`src/rtl/alu_arbiter.sv`:
```
// Two-requester round-robin front end for a shared, registered ALU: one operation in flight at a time.
// Build option: define ALU_ARB_ILLEGAL_CHK_EN to answer opcodes above 8 with an error response instead of executing them.
module alu_arbiter #(
    parameter int unsigned LAT = 1
) (
    input  logic        clk,
    input  logic        rst_n,
    input  logic        req0_valid,
    output logic        req0_ready,
    input  logic [3:0]  req0_funct,
    input  logic [31:0] req0_a,
    input  logic [31:0] req0_b,
    input  logic [4:0]  req0_shamt,
    input  logic        req1_valid,
    output logic        req1_ready,
    input  logic [3:0]  req1_funct,
    input  logic [31:0] req1_a,
    input  logic [31:0] req1_b,
    input  logic [4:0]  req1_shamt,
    output logic [31:0] alu_a,
    output logic [31:0] alu_b,
    output logic [4:0]  alu_shamt,
    output logic [3:0]  alu_funct,
    input  logic [31:0] alu_res,
    output logic        rsp_valid,
    input  logic        rsp_ready,
    output logic [31:0] rsp_data,
    output logic        rsp_id,
    output logic        rsp_err,
    output logic        busy
);

    typedef enum logic [1:0] {IDLE, EXEC, RESP} state_e;

    state_e      state_q;
    logic        ptr_q;
    logic [3:0]  cnt_q;
    logic        rspValid_q;
    logic [31:0] rspData_q;
    logic        rspId_q;
    logic        rspErr_q;
    logic [31:0] aluA_q;
    logic [31:0] aluB_q;
    logic [4:0]  aluShamt_q;
    logic [3:0]  aluFunct_q;

    logic        canAccept;
    logic        accept;
    logic        winId_d;
    logic [3:0]  winFunct_d;
    logic [31:0] winA_d;
    logic [31:0] winB_d;
    logic [4:0]  winShamt_d;
    logic        illegalOp;

    // Readies are gated by rst_n so nothing looks grantable while reset is held.
    assign canAccept  = rst_n && (state_q == IDLE);
    assign req0_ready = canAccept && req0_valid && (!ptr_q || !req1_valid);
    assign req1_ready = canAccept && req1_valid && (ptr_q || !req0_valid);
    assign accept     = req0_ready || req1_ready;

    always_comb begin
        winId_d    = req1_ready;
        winFunct_d = req0_funct;
        winA_d     = req0_a;
        winB_d     = req0_b;
        winShamt_d = req0_shamt;
        if (req1_ready) begin
            winFunct_d = req1_funct;
            winA_d     = req1_a;
            winB_d     = req1_b;
            winShamt_d = req1_shamt;
        end
    end

`ifdef ALU_ARB_ILLEGAL_CHK_EN
    assign illegalOp = (winFunct_d > 4'd8);
`else
    assign illegalOp = 1'b0;
`endif

    // Illegal opcodes jump straight to RESP and leave the ALU drive untouched.
    always_ff @(posedge clk or negedge rst_n) begin
        if (!rst_n) begin
            state_q    <= IDLE;
            ptr_q      <= 1'b0;
            cnt_q      <= 4'd0;
            rspValid_q <= 1'b0;
            rspData_q  <= 32'd0;
            rspId_q    <= 1'b0;
            rspErr_q   <= 1'b0;
            aluA_q     <= 32'd0;
            aluB_q     <= 32'd0;
            aluShamt_q <= 5'd0;
            aluFunct_q <= 4'd0;
        end else begin
            case (state_q)
                IDLE: begin
                    if (accept) begin
                        rspId_q <= winId_d;
                        ptr_q   <= !winId_d;
                        if (illegalOp) begin
                            rspErr_q   <= 1'b1;
                            rspData_q  <= 32'd0;
                            rspValid_q <= 1'b1;
                            state_q    <= RESP;
                        end else begin
                            aluFunct_q <= winFunct_d;
                            aluA_q     <= winA_d;
                            aluB_q     <= winB_d;
                            aluShamt_q <= winShamt_d;
                            cnt_q      <= 4'(LAT);
                            rspErr_q   <= 1'b0;
                            state_q    <= EXEC;
                        end
                    end
                end
                EXEC: begin
                    if (cnt_q == 4'd0) begin
                        rspData_q  <= alu_res;
                        rspValid_q <= 1'b1;
                        state_q    <= RESP;
                    end else begin
                        cnt_q <= cnt_q - 4'd1;
                    end
                end
                RESP: begin
                    if (rsp_ready) begin
                        rspValid_q <= 1'b0;
                        state_q    <= IDLE;
                    end
                end
                default: state_q <= IDLE;
            endcase
        end
    end

    assign alu_a     = aluA_q;
    assign alu_b     = aluB_q;
    assign alu_shamt = aluShamt_q;
    assign alu_funct = aluFunct_q;
    assign rsp_valid = rspValid_q;
    assign rsp_data  = rspData_q;
    assign rsp_id    = rspId_q;
    assign rsp_err   = rspErr_q;
    assign busy      = (state_q != IDLE);

endmodule
```
`config.mk`:
```
export PLATFORM = sky130hd
export DESIGN_NAME = alu_arbiter
export DESIGN_NICKNAME = d
export VERILOG_FILES = /design/src/rtl/alu_arbiter.sv
export SDC_FILE = /design/constraint.sdc
export NUM_CORES = 1
export LEC_CHECK = 0
export BUFFER_PORTS_ARGS = -buffer_cell sky130_fd_sc_hd__buf_2
export CORE_ASPECT_RATIO = 0.8
export CORE_UTILIZATION = 25
export CTS_CLUSTER_DIAMETER = 200
export DETAILED_ROUTE_END_ITERATION = 10
export PLACE_DENSITY = 0.59
export SLEW_MARGIN = 15
export SYNTH_ARGS = -nofsm -noshare
export SYNTH_HDL_FRONTEND = slang
export SYNTH_SLANG_ARGS = --single-unit
```
`constraint.sdc`:
```
create_clock -name clk -period 1.95 [get_ports clk]
set_clock_uncertainty 0.2 [all_clocks]
set_input_delay 0.0975 -clock clk [delete_from_list [all_inputs] [get_ports clk]]
set_output_delay 0.0975 -clock clk [all_outputs]
set_load 0.005 [all_outputs]
```
======== Word-level counts from Yosys, hierarchy flattened ========
Index checks and enable logic that the tools add are counted.
cells by class
  add/sub/neg operators ................... 1
  eq/ne operators ......................... 6
  muxes and demuxes ....................... 14
  reductions and logical operators ........ 22
operator list
  kind                                               number
  two-way mux 32 bit                                 2
  two-way mux 4 bit                                  3
  AND reduction 3 bit                                3
  inequality test 2 bit (second input constant)      4
  case mux 4 bit (2 select lines)                    1
  two-way mux 2 bit                                  3
  case mux 2 bit (3 select lines)                    1
  nonzero test 2 bit                                 3
  logical AND 1 bit                                  5
  two-way mux 5 bit                                  1
  logical NOT 1 bit                                  4
  logical NOT 4 bit                                  1
  AND reduction 2 bit                                2
  subtractor 4 x 1 -> 4 bit (second input constant)  1
  logical OR 1 bit                                   3
  == test 2 x 1 -> 1 bit (second input constant)     1
  == test 2 bit (second input constant)              1
  logical NOT 2 bit                                  1
  two-way mux 1 bit                                  2
  case mux 1 bit (2 select lines)                    1
word-level totals
  register bits ........................... 114
  bits of input ports ..................... 183
  output and inout bits ................... 111
  logic and storage cells ................. 53

======== Logic depth before layout (Yosys ltp) ========
Gate-level depths: netlist of run 1.
  depth in word-level cells ............... 7
  mapped depth ............................ 6
  depth with buffers taken out ............ 5

======== Least setup slack after synthesis of run 1 ========
Ideal clock, no wire load.
  path type ............................... register -> register
  start point ............................. reg cnt_q[0]
  end point ............................... reg rspData_q[25] (netlist: rsp_data[25])
  setup time .............................. 0.127 ns
  arrival time ............................ 1.478 ns
  path slack .............................. 0.145 ns
  cell stages (with the launch flop) ...... 7
  cells stage by stage .................... dfrtp_1 inv_1 ha_1 nor3b_4 nand2_2 buf_6 mux2_1
on the way
  longest elaborated chain between the ends .. 2
ends and longest elaborated chain
  what                           RTL line  source
  start: declaration             37        logic [3:0] cnt_q;
  start signal: assignment       112       cnt_q <= 4'(LAT);
  start signal: assignment       124       cnt_q <= cnt_q - 4'd1;
  logical NOT 4 bit              119       if (cnt_q == 4'd0) begin
  AND reduction 2 bit (no line)  --
  end signal: assignment         120       rspData_q <= alu_res;
  end: declaration               39        logic [31:0] rspData_q;
Every way passes these cells.
A chain may end at the register's enable or synchronous reset.

======== Worst setup path in the final report of run 1 ========
  start point ............................. reg cnt_q[1]
  end point ............................... reg cnt_q[1]
on the way
  longest elaborated chain between the ends .. 3
ends and longest elaborated chain
  what                                                                    RTL line
  subtractor 4 x 1 -> 4 bit or logical NOT 4 bit (tied branches)          124, 119
  two-way mux 4 bit or inequality test 2 bit (tied branches)              --
  case mux 4 bit (2 select lines) or AND reduction 3 bit (tied branches)  --
Several ways; a longest one is shown, not always the timed one. The select of a mux whose other input is x is not followed.

==> results of run 1 <==
[registers in the layout, summed over array words and instances (netlist names)]
| signal | count |
|---|---|
| alu_shamt | 5 |
| ptr_q | 1 |
| alu_a | 32 |
| rsp_valid | 1 |
| rsp_id | 1 |
| rsp_data | 32 |
| state_q | 2 |
| alu_funct | 4 |
| cnt_q | 4 |
| alu_b | 32 |
[area by class of cell]
class	count	area, um2
multi-input cells	210	1910
diodes	2	5.00
clock buffers	21	480
inverters	6	22.5
fillers	1677	9940
well taps	258	323
clock inverters	11	104
repair buffers	498	3620
flip-flops and latches	114	2850
[synth_stat cells, types with 2 or more instances]
| cell type | n | area share [%] |
|---|---|---|
| ha_1 | 2 | 0.50 |
| buf_2 | 16 | 1.6 |
| nor2b_1 | 2 | 0.25 |
| a21boi_0 | 73 | 11 |
| o21bai_1 | 2 | 0.30 |
| nand2_1 | 2 | 0.15 |
| o21ai_0 | 2 | 0.20 |
| clkbuf_1 | 8 | 0.60 |
| nand2b_1 | 2 | 0.25 |
| a221o_1 | 74 | 15 |
| and3_1 | 2 | 0.25 |
| mux2_2 | 29 | 6.5 |
| buf_4 | 6 | 0.90 |
| nor2_1 | 2 | 0.15 |
| dfrtp_1 | 114 | 57 |
| inv_1 | 6 | 0.45 |
| mux2_1 | 4 | 0.90 |
| buf_6 | 8 | 1.8 |
| nor3_1 | 2 | 0.20 |
[cell families (layout without fill, tap and decap cells)]
group / after synthesis / count (layout)
AO/OA/AOI/OAI: 154 / 154
buffers and inverters: 44 / 536
adder cells (fa/ha/maj): 2 / 2
flip-flops: 114 / 114
AND/OR/NAND/NOR: 19 / 19
XOR/XNOR: 1 / 1
multiplexers: 33 / 33
other: 1 / 3
[power groups by stage]
stage          Sequential (mW)  Clock [mW]  Combinational [mW]
3_5_place_dp              4.10           0                4.28
3_3_place_gp              4.14           0                4.20
4_1_cts                   4.10        3.13                4.71
2_1_floorplan             4.18           0                2.32
5_1_grt                   4.26        3.26                5.34
6_report                  4.13        3.05                4.92
[routing by layer]
| layer | routed length, um | part of all wire (%) | track usage, % | vias up |
|---|---|---|---|---|
| li1 | - | - | - | 2393 |
| met1 | 8190 | 41 | 22.7 | 2536 |
| met2 | 9580 | 48 | 30.8 | 321 |
| met3 | 1470 | 7.4 | 5.67 | 46 |
| met4 | 557 | 2.8 | 8.63 | 0 |
| met5 | 0 | 0 | 0 | - |
[stage by stage]
| step | cells | setup slack [ns] | hold slack, ns |
|---|---|---|---|
| 3_5_place_dp | 892 | 0.0161 | 0.0530 |
| 5_1_grt | 1118 | -0.0532 | 0.209 |
| 2_1_floorplan | 368 | 0.145 | -0.398 |
| 4_1_cts | 1114 | 0.00581 | 0.170 |
| 3_3_place_gp | 892 | 0.0637 | 0.0546 |
| 6_report | 1120 | 0.0257 | 0.160 |
[worst reg2reg max path: cells and delay by family, from the launching register on]
family          cells  cell delay, ns
compound gates      1            0.20
fa+ha+maj           1            0.15
buf+inv             2            0.26
flops               1            0.39
mux                 1            0.35
simple gates        1            0.25
[worst max-delay path by stage]
| stage | depth (start not counted) | slack (ns) | end |
|---|---|---|---|
| floorplan | 6 | 0.14 | rsp_data[25] |
| global placement | 5 | 0.06 | alu_a[27] |
| finish | 6 | 0.03 | cnt_q[1] |
| detailed placement | 5 | 0.02 | cnt_q[1] |
| CTS | 5 | 0.006 | req0_ready |
| global route | 6 | -0.05 | cnt_q[1] |
[what timing repair did]
item | CTS | global route
setup endpoints to repair | 2 | 68
gates cloned | 2 | 2
hold endpoints to repair | 222 | 0
gates resized for setup | 3 | 8
pin swaps | 3 | 1
hold buffers | 182 | 0
buffers inserted | 6 | 3
==> flow_metrics.env, run 1 <==
export IMPL_status="finished clean"
export IMPL_synth_xor_area_share_pct=0.175
export IMPL_fp_row_count=45
export IMPL_nets=1032
export IMPL_ys_ff_latch=114
export IMPL_drive_above_1_share_pct=45.0
export IMPL_cts_made_buffers=17
export IMPL_p_sw_mw=3.88
export IMPL_first_pass_iters=4
export IMPL_setup_violations=0
export IMPL_io_buffers=292
export IMPL_synth_edf_count=0
export IMPL_slew_headroom_pct=57.9
export IMPL_r2r_start="cnt_q[1]"
export IMPL_die_w_um=160
export IMPL_fp_dieArea_um2=20600
export IMPL_swShare_pct=32.0
export IMPL_layout_min_cycle_time_ns=1.92
export IMPL_synthAdderAreaFrac_pct=0.500
export IMPL_initial_core_util_pct=26.0
export IMPL_pwr_density_cell_nw_per_um2=1300
export IMPL_rr_worst_depth=6
export IMPL_period_share_pct=98.7
export IMPL_synth_mux_area_share_pct=7.43
export IMPL_clock_sinks=114
export IMPL_io_pin_count=294
export IMPL_syn_inst=368
export IMPL_layout_commonest_cell="buf_2"
export IMPL_synth_area_per_cell_um2=13.6
export IMPL_rsz0062_at_grt="true"
export IMPL_path_buf_inv=2
export IMPL_worstMarginPinSlew_ns=0.632
export IMPL_r2r_setup_slack_ns=0.03
export IMPL_fin_tns_setup_ns=0
export IMPL_slowest_stage="dfrtp_1"
export IMPL_r2r_end="cnt_q[1]"
export IMPL_drv_cap=0
export IMPL_area_growth_pct=86.4
export IMPL_grt_total_usage_pct=18.8
export IMPL_worstHoldPathType="input port to asynchronous set/reset pin"
export IMPL_cp_arrival_ns=2.01
export IMPL_fmax_mhz=520
export IMPL_post_dp_cell_area_um2=6720
export IMPL_p_leak_nw=4.47
export IMPL_worstPathRequired_ns=2.04
export IMPL_synth_seq_area_share_pct=57.0
export IMPL_cp_max_fo=5
export IMPL_async_reset_ff_share_pct=100
export IMPL_comb_power_share_pct=40.7
export IMPL_synth_top_family_by_area="compound AO/OA/AOI/OAI gates"
export IMPL_pwr_share_clk_pct=25.2
export IMPL_syn_num_nets=553
export IMPL_crit_family="flip-flops"
export IMPL_via_per_inst=4.73
export IMPL_vias=5296
export IMPL_synth_simple_area_share_pct=2.58
export IMPL_post_route_drc_count=0
export IMPL_place_congestion=0.772
export IMPL_grt_max_degree=115
export IMPL_p_total_mw=12.1
export IMPL_ir_drop_uv=571
export IMPL_chipHeight_um=129
export IMPL_ctsRootBufferMaster="clkbuf_16"
export IMPL_grt_first_pass_wirelength_um=29800
export IMPL_critPathLaunchType="flip-flop"
export IMPL_seqPwrFrac_pct=34.1
export IMPL_grt_pass1_vias=5591
export IMPL_ant_nets=0
export IMPL_synthesis_area_um2=5000
export IMPL_fin_area_um2=9320
export IMPL_insertion_delay_ns=0.41
export IMPL_cts_htree_levels=4
export IMPL_critical_path_class="flip-flop to flip-flop"
export IMPL_cts_tree="built"
export IMPL_overflow=0
export IMPL_synthDistinctLibCells=31
export IMPL_path_clk_slew_ns=0.06
export IMPL_synth_compound_area_share_pct=26.8
export IMPL_path_cells="inv_1 -> ha_1 -> nor3b_4 -> buf_4 -> a2bb2oi_4 -> mux2_2"
export IMPL_routed_wirelength_um=19800
export IMPL_dpl_hpwl_um=10800
export IMPL_cp_startpoint="cnt_q[1]"
export IMPL_ys_warn_count=0
export IMPL_hold_violations=0
export IMPL_initialDrtViolationCount=329
export IMPL_synthFlopType="dfrtp_1"
export IMPL_cts_buffer_depth=2
export IMPL_coreArea_um2=19300
export IMPL_layout_common_cells="290 x buf_2, 182 x dlygate4sd3_1, 114 x dfrtp_1"
export IMPL_cp_slowest_stage_delay_ns=0.39
export IMPL_final_util_pct=48.4
export IMPL_antenna_found_initial=0
export IMPL_cp_end_kind="flip-flop"
export IMPL_slew_violations=0
export IMPL_detail_route_wl_per_cell_um=17.7
export IMPL_intPower_mw=8.22
Power figures use the tool's default switching activity.
==> run 2, diff against run 1 <==
Settings changed: CELL_PAD_IN_SITES_DETAIL_PLACEMENT set to 0, CELL_PAD_IN_SITES_GLOBAL_PLACEMENT set to 2, PLACE_DENSITY 0.59 to 0.85.
==> run 2 against run 1 <==
Critical endpoint is now alu_funct[1]; global-route usage is 0.60 points lower; critical path type is now input port to flip-flop; setup slack worse by 0.014 ns; combinational power is 2% lower; design area is 0.40% lower; count of clock-buffer cells in the layout is 3 lower; register-to-register slack better by 0.03 ns; die area stayed put; first-iteration DRC count is 21% lower; largest power group unchanged; clock power is 2% higher.
==> flow_metrics.env, run 2 (synthesized netlist as in run 1, its figures left out) <==
export IMPL_io_buffers=292
export IMPL_rr_worst_depth=5
export IMPL_place_congestion=0.821
export IMPL_crit_end="alu_funct[1]"
export IMPL_cp_arrival_ns=2.02
export IMPL_fp_row_count=45
export IMPL_path_clk_slew_ns=0.06
export IMPL_cpMostUsedCell="buf_4"
export IMPL_grt_pass1_vias=5733
export IMPL_layout_min_cycle_time_ns=1.94
export IMPL_cp_num_cells=8
export IMPL_r2r_end="cnt_q[1]"
export IMPL_ctsRootBufferMaster="clkbuf_16"
export IMPL_coreArea_um2=19300
export IMPL_cts_made_buffers=17
export IMPL_area_growth_pct=85.6
export IMPL_dpl_cell_count=890
export IMPL_period_share_pct=99.4
export IMPL_slew_headroom_pct=57.1
export IMPL_r2r_start="cnt_q[1]"
export IMPL_worstMarginPinSlew_ns=0.643
export IMPL_initial_core_util_pct=26.0
export IMPL_io_pin_count=294
export IMPL_via_per_inst=4.73
export IMPL_ir_drop_uv=535
export IMPL_vias=5270
export IMPL_overflow=0
export IMPL_insertion_delay_ns=0.41
export IMPL_ant_nets=0
export IMPL_setup_violations=0
export IMPL_slowest_stage="dlygate4sd3_1"
export IMPL_antenna_found_initial=2
export IMPL_cp_max_fo=16
export IMPL_pwr_density_cell_nw_per_um2=1300
export IMPL_fp_dieArea_um2=20600
export IMPL_slew_violations=0
export IMPL_post_dp_cell_area_um2=6740
export IMPL_cts_tree="built"
export IMPL_fin_cells=1115
export IMPL_grt_max_degree=115
export IMPL_routed_wirelength_um=18800
export IMPL_fmax_mhz=516
export IMPL_rsz0062_at_grt="true"
export IMPL_drive_above_1_share_pct=45.0
export IMPL_worstHoldPathType="input port to flip-flop"
export IMPL_layout_commonest_cell="buf_2"
export IMPL_cts_buffer_depth=2
export IMPL_post_route_drc_count=0
export IMPL_drv_cap=0
export IMPL_critical_path_class="input port to flip-flop"
export IMPL_hold_violations=0
export IMPL_clock_sinks=114
export IMPL_initialDrtViolationCount=260
export IMPL_grt_first_pass_wirelength_um=29000
export IMPL_cp_startpoint="rst_n"
export IMPL_die_w_um=160
export IMPL_status="finished clean"
export IMPL_cp_slowest_stage_delay_ns=0.55
export IMPL_critPathLaunchType="input port"
export IMPL_crit_family="buffers and inverters"
export IMPL_worstPathRequired_ns=2.04
export IMPL_detail_route_wl_per_cell_um=16.9
export IMPL_cts_htree_levels=4
export IMPL_fin_area_um2=9280
export IMPL_r2r_setup_slack_ns=0.06
export IMPL_path_buf_inv=5
export IMPL_cp_end_kind="flip-flop"
export IMPL_p_leak_nw=4.45
export IMPL_layout_common_cells="290 x buf_2, 180 x dlygate4sd3_1, 112 x dfrtp_1"
export IMPL_first_pass_iters=5
export IMPL_path_cells="dlygate4sd3_1 -> buf_4 -> nor3b_4 -> and3_4 -> buf_4 -> buf_4 -> bufbuf_16 -> a221o_1"
export IMPL_dpl_hpwl_um=10900
export IMPL_nets=1026
export IMPL_chipHeight_um=129
export IMPL_grt_total_usage_pct=18.2
## run 2: changes by cell type in the layout (fill, tap and decap cells not counted), moves of 3 or more
cell	before	now
buf_12	5	9
clkbuf_8	4	1
buf_6	4	1
buf_4	13	10
## run 2: final cells by class
class	count	area (um2)
flip-flops and latches	114	2860
clock inverters	14	154
fillers	1702	9970
diodes	3	7.51
clock buffers	18	439
well taps	258	323
inverters	6	22.5
repair buffers	492	3580
multi-input cells	210	1900
## run 2: layer usage
metal | GRT usage, % | share of wire (%) | vias up
met5 | 0 | 0 | -
li1 | - | - | 2387
met2 | 32.3 | 50 | 293
met1 | 20.5 | 41 | 2554
met3 | 5.16 | 6.7 | 36
met4 | 7.84 | 2.6 | 0
## run 2: worst min-delay path, delay by kind of cell
kind | cells | cell delay, ns
AO/OA/AOI/OAI | 1 | 0.13
buffers and inverters | 2 | 0.21
AND/OR/NAND/NOR | 1 | 0.19
## run 2: report_power, final
part	leakage (nW)	internal [mW]	total (mW)	switching [mW]
registers	1.39	3.52	4.14	0.613
logic	2.78	2.77	4.82	2.06
clock network	0.283	1.93	3.11	1.19
## run 2: how the worst min path moves through the flow
stage                     from    endpoint  slack, ns  depth (start not counted)
floorplan                rst_n    alu_a[0]      -0.40                          0
global placement         rst_n   alu_b[17]        0.1                          2
detailed placement       rst_n   alu_b[19]       0.10                          2
CTS                 req0_valid  state_q[0]       0.09                          4
global route        req0_valid   alu_a[17]       0.07                          4
finish              req0_valid   alu_a[17]       0.06                          4
## run 2: metrics by stage
step / hold WS [ns] / util (%) / TNS, ns / power [mW] / setup slack, ns
2_1_floorplan: -0.398 / - / 0 / 6.50 / 0.145
3_3_place_gp: 0.0962 / 35.0 / 0 / 8.37 / 0.114
3_5_place_dp: 0.104 / 35.0 / 0 / 8.50 / 0.0279
4_1_cts: 0.0859 / 47.9 / 0 / 12.1 / 0.0141
5_1_grt: 0.0695 / 48.2 / -0.0298 / 12.8 / -0.0255
6_report: 0.0628 / 48.2 / 0 / 12.1 / 0.0118
## run 2: timing repair
action,in CTS,in global routing
gates resized for setup,2,4
setup buffers,3,5
hold endpoints to repair,221,0
gates cloned,2,0
pin swaps,3,3
endpoints found under the setup margin,2,7
hold buffers,180,0
==> run 3, diff against run 2 <==
Clock period 1.95 ns to 2.1 ns, I/O delays scaled along.
==> run 3 against run 2 <==
Total power decreased by 7.9%; global-route usage rose by 0.090 points; largest power group unchanged; combinational power down 7.1%; flip-flop and latch count unchanged; sequential power shrank 7.2%; count of clock-buffer cells in the layout is 3 higher; routed wire length increased by 1.7%.
==> flow_metrics.env, run 3 (synthesized netlist as in run 1, its figures left out) <==
export IMPL_chipHeight_um=129
export IMPL_antenna_found_initial=2
export IMPL_multiInputGateArea_um2=1900
export IMPL_cts_htree_levels=4
export IMPL_wl_met2_um=9570
export IMPL_hold_slack_ns=0.123
export IMPL_fin_tns_setup_ns=0
export IMPL_post_route_drc_count=0
export IMPL_final_util_pct=47.9
export IMPL_place_congestion=0.833
export IMPL_hold_depth=4
export IMPL_path_clk_slew_ns=0.05
export IMPL_clock_sinks=114
export IMPL_detail_route_wl_per_cell_um=17.2
export IMPL_path_cells="nor3b_4 -> and3_4 -> buf_12 -> buf_2"
export IMPL_status="finished clean"
export IMPL_layout_common_cells="291 x buf_2, 180 x dlygate4sd3_1, 113 x dfrtp_1"
export IMPL_area_growth_pct=84.3
export IMPL_fin_area_um2=9220
export IMPL_io_pin_count=294
export IMPL_post_dp_cell_area_um2=6750
export IMPL_r2r_end="cnt_q[1]"
export IMPL_first_pass_iters=5
export IMPL_hold_start="req0_valid"
export IMPL_wl_met3_um=1290
export IMPL_r2r_setup_slack_ns=0.18
export IMPL_seqCellArea_um2=2850
export IMPL_pwr_density_cell_nw_per_um2=1210
export IMPL_cts_made_buffers=17
export IMPL_holdPathEnd="state_q[0]"
export IMPL_coreArea_um2=19300
export IMPL_worstPathRequired_ns=1.79
export IMPL_rsz0062_at_grt="false"
export IMPL_overflow=0
export IMPL_r2r_start="cnt_q[0]"
export IMPL_worstMarginPinSlew_ns=0.652
export IMPL_fp_row_count=45
export IMPL_critical_path_class="flip-flop to primary output"
export IMPL_grt_total_usage_pct=18.3
export IMPL_nets=1023
export IMPL_critPathLaunchType="flip-flop"
export IMPL_cp_slowest_stage_delay_ns=0.44
export IMPL_vias=5312
export IMPL_dpl_cell_count=891
export IMPL_fp_dieArea_um2=20600
export IMPL_cp_max_fo=16
export IMPL_p_total_mw=11.1
export IMPL_cts_buffer_depth=2
export IMPL_dpl_hpwl_um=11200
export IMPL_fillers=1699
export IMPL_ant_nets=0
export IMPL_ctsRootBufferMaster="clkbuf_16"
export IMPL_period_share_pct=95.1
export IMPL_p_leak_nw=4.41
export IMPL_grt_max_degree=115
export IMPL_cts_tree="built"
export IMPL_layout_commonest_cell="buf_2"
export IMPL_setup_slack_ns=0.102
export IMPL_hold_violations=0
export IMPL_slew_violations=0
export IMPL_m1WireLength_um=7540
export IMPL_ir_drop_uv=506
export IMPL_layout_min_cycle_time_ns=2.00
export IMPL_cp_arrival_ns=1.69
export IMPL_io_buffers=292
export IMPL_insertion_delay_ns=0.41
export IMPL_dp_slack_ns=0.163
export IMPL_drive_above_1_share_pct=44.2
export IMPL_via_per_inst=4.78
export IMPL_slew_headroom_pct=56.5
export IMPL_routed_wirelength_um=19100
export IMPL_fin_cells=1111
export IMPL_setup_violations=0
export IMPL_top_layer="met4"
export IMPL_cp_end_kind="primary output"
export IMPL_drv_cap=0
export IMPL_die_w_um=160
export IMPL_fmax_mhz=500
export IMPL_worstHoldPathType="input port to flip-flop"
export IMPL_initial_core_util_pct=26.0
export IMPL_rr_worst_depth=5
export IMPL_initialDrtViolationCount=305
export IMPL_grt_pass1_vias=5782
export IMPL_slowest_stage="dfrtp_2"
export IMPL_grt_first_pass_wirelength_um=29200
## run 3: changes by cell type in the layout (fill, tap and decap cells not counted), sizes merged
cell      change
buf           -3
bufbuf        -2
clkbuf        +5
clkinv        -2
clkinvlp      +1
inv           -3
## run 3: how the worst max path moves through the flow
stage	startpoint	endpoint	slack (ns)
6_report	state_q[1]	req1_ready	0.10
3_5_place_dp	cnt_q[0]	cnt_q[1]	0.16
4_1_cts	state_q[0]	req1_ready	0.01
5_1_grt	state_q[1]	req1_ready	0.01
2_1_floorplan	cnt_q[0]	rsp_data[25]	0.29
3_3_place_gp	cnt_q[0]	cnt_q[1]	0.24
## run 3: area by class of cell
cell class,count,share of cell area [%]
inverters,6,0.244
clock buffers,21,5.00
repair buffers,489,38.4
flip-flops and latches,114,31.0
diodes,3,0.0815
well taps,258,3.50
clock inverters,10,1.19
multi-input cells,210,20.6
## run 3: power by group
| group | internal [mW] | switching, mW | total, mW |
|---|---|---|---|
| registers | 3.27 | 0.573 | 3.84 |
| logic | 2.53 | 1.94 | 4.48 |
| clock network | 1.79 | 1.01 | 2.80 |
## run 3: per-layer routing
| metal | global-route usage, % | up-vias |
|---|---|---|
| met5 | 0 | - |
| met4 | 10.5 | 0 |
| met3 | 5.38 | 62 |
| met2 | 32.0 | 303 |
| met1 | 19.9 | 2575 |
| li1 | - | 2372 |
## run 3: worst max-delay path: cells and delay by family, from the launching register on
kind                   cells  cell delay [ns]
AND/OR/NAND/NOR            2             0.55
flip-flops                 1             0.44
buffers and inverters      2             0.30
## run 3: repair_timing
| action | 4_1_cts | 5_1_grt |
|---|---|---|
| setup buffers | 2 | 2 |
| hold buffers | 180 | 0 |
| gates cloned | 0 | 2 |
| gates resized for setup | 0 | 3 |
| endpoints found under the setup margin | 2 | 2 |
| endpoints found under the hold margin | 221 | 0 |
| pin swaps | 1 | 3 |
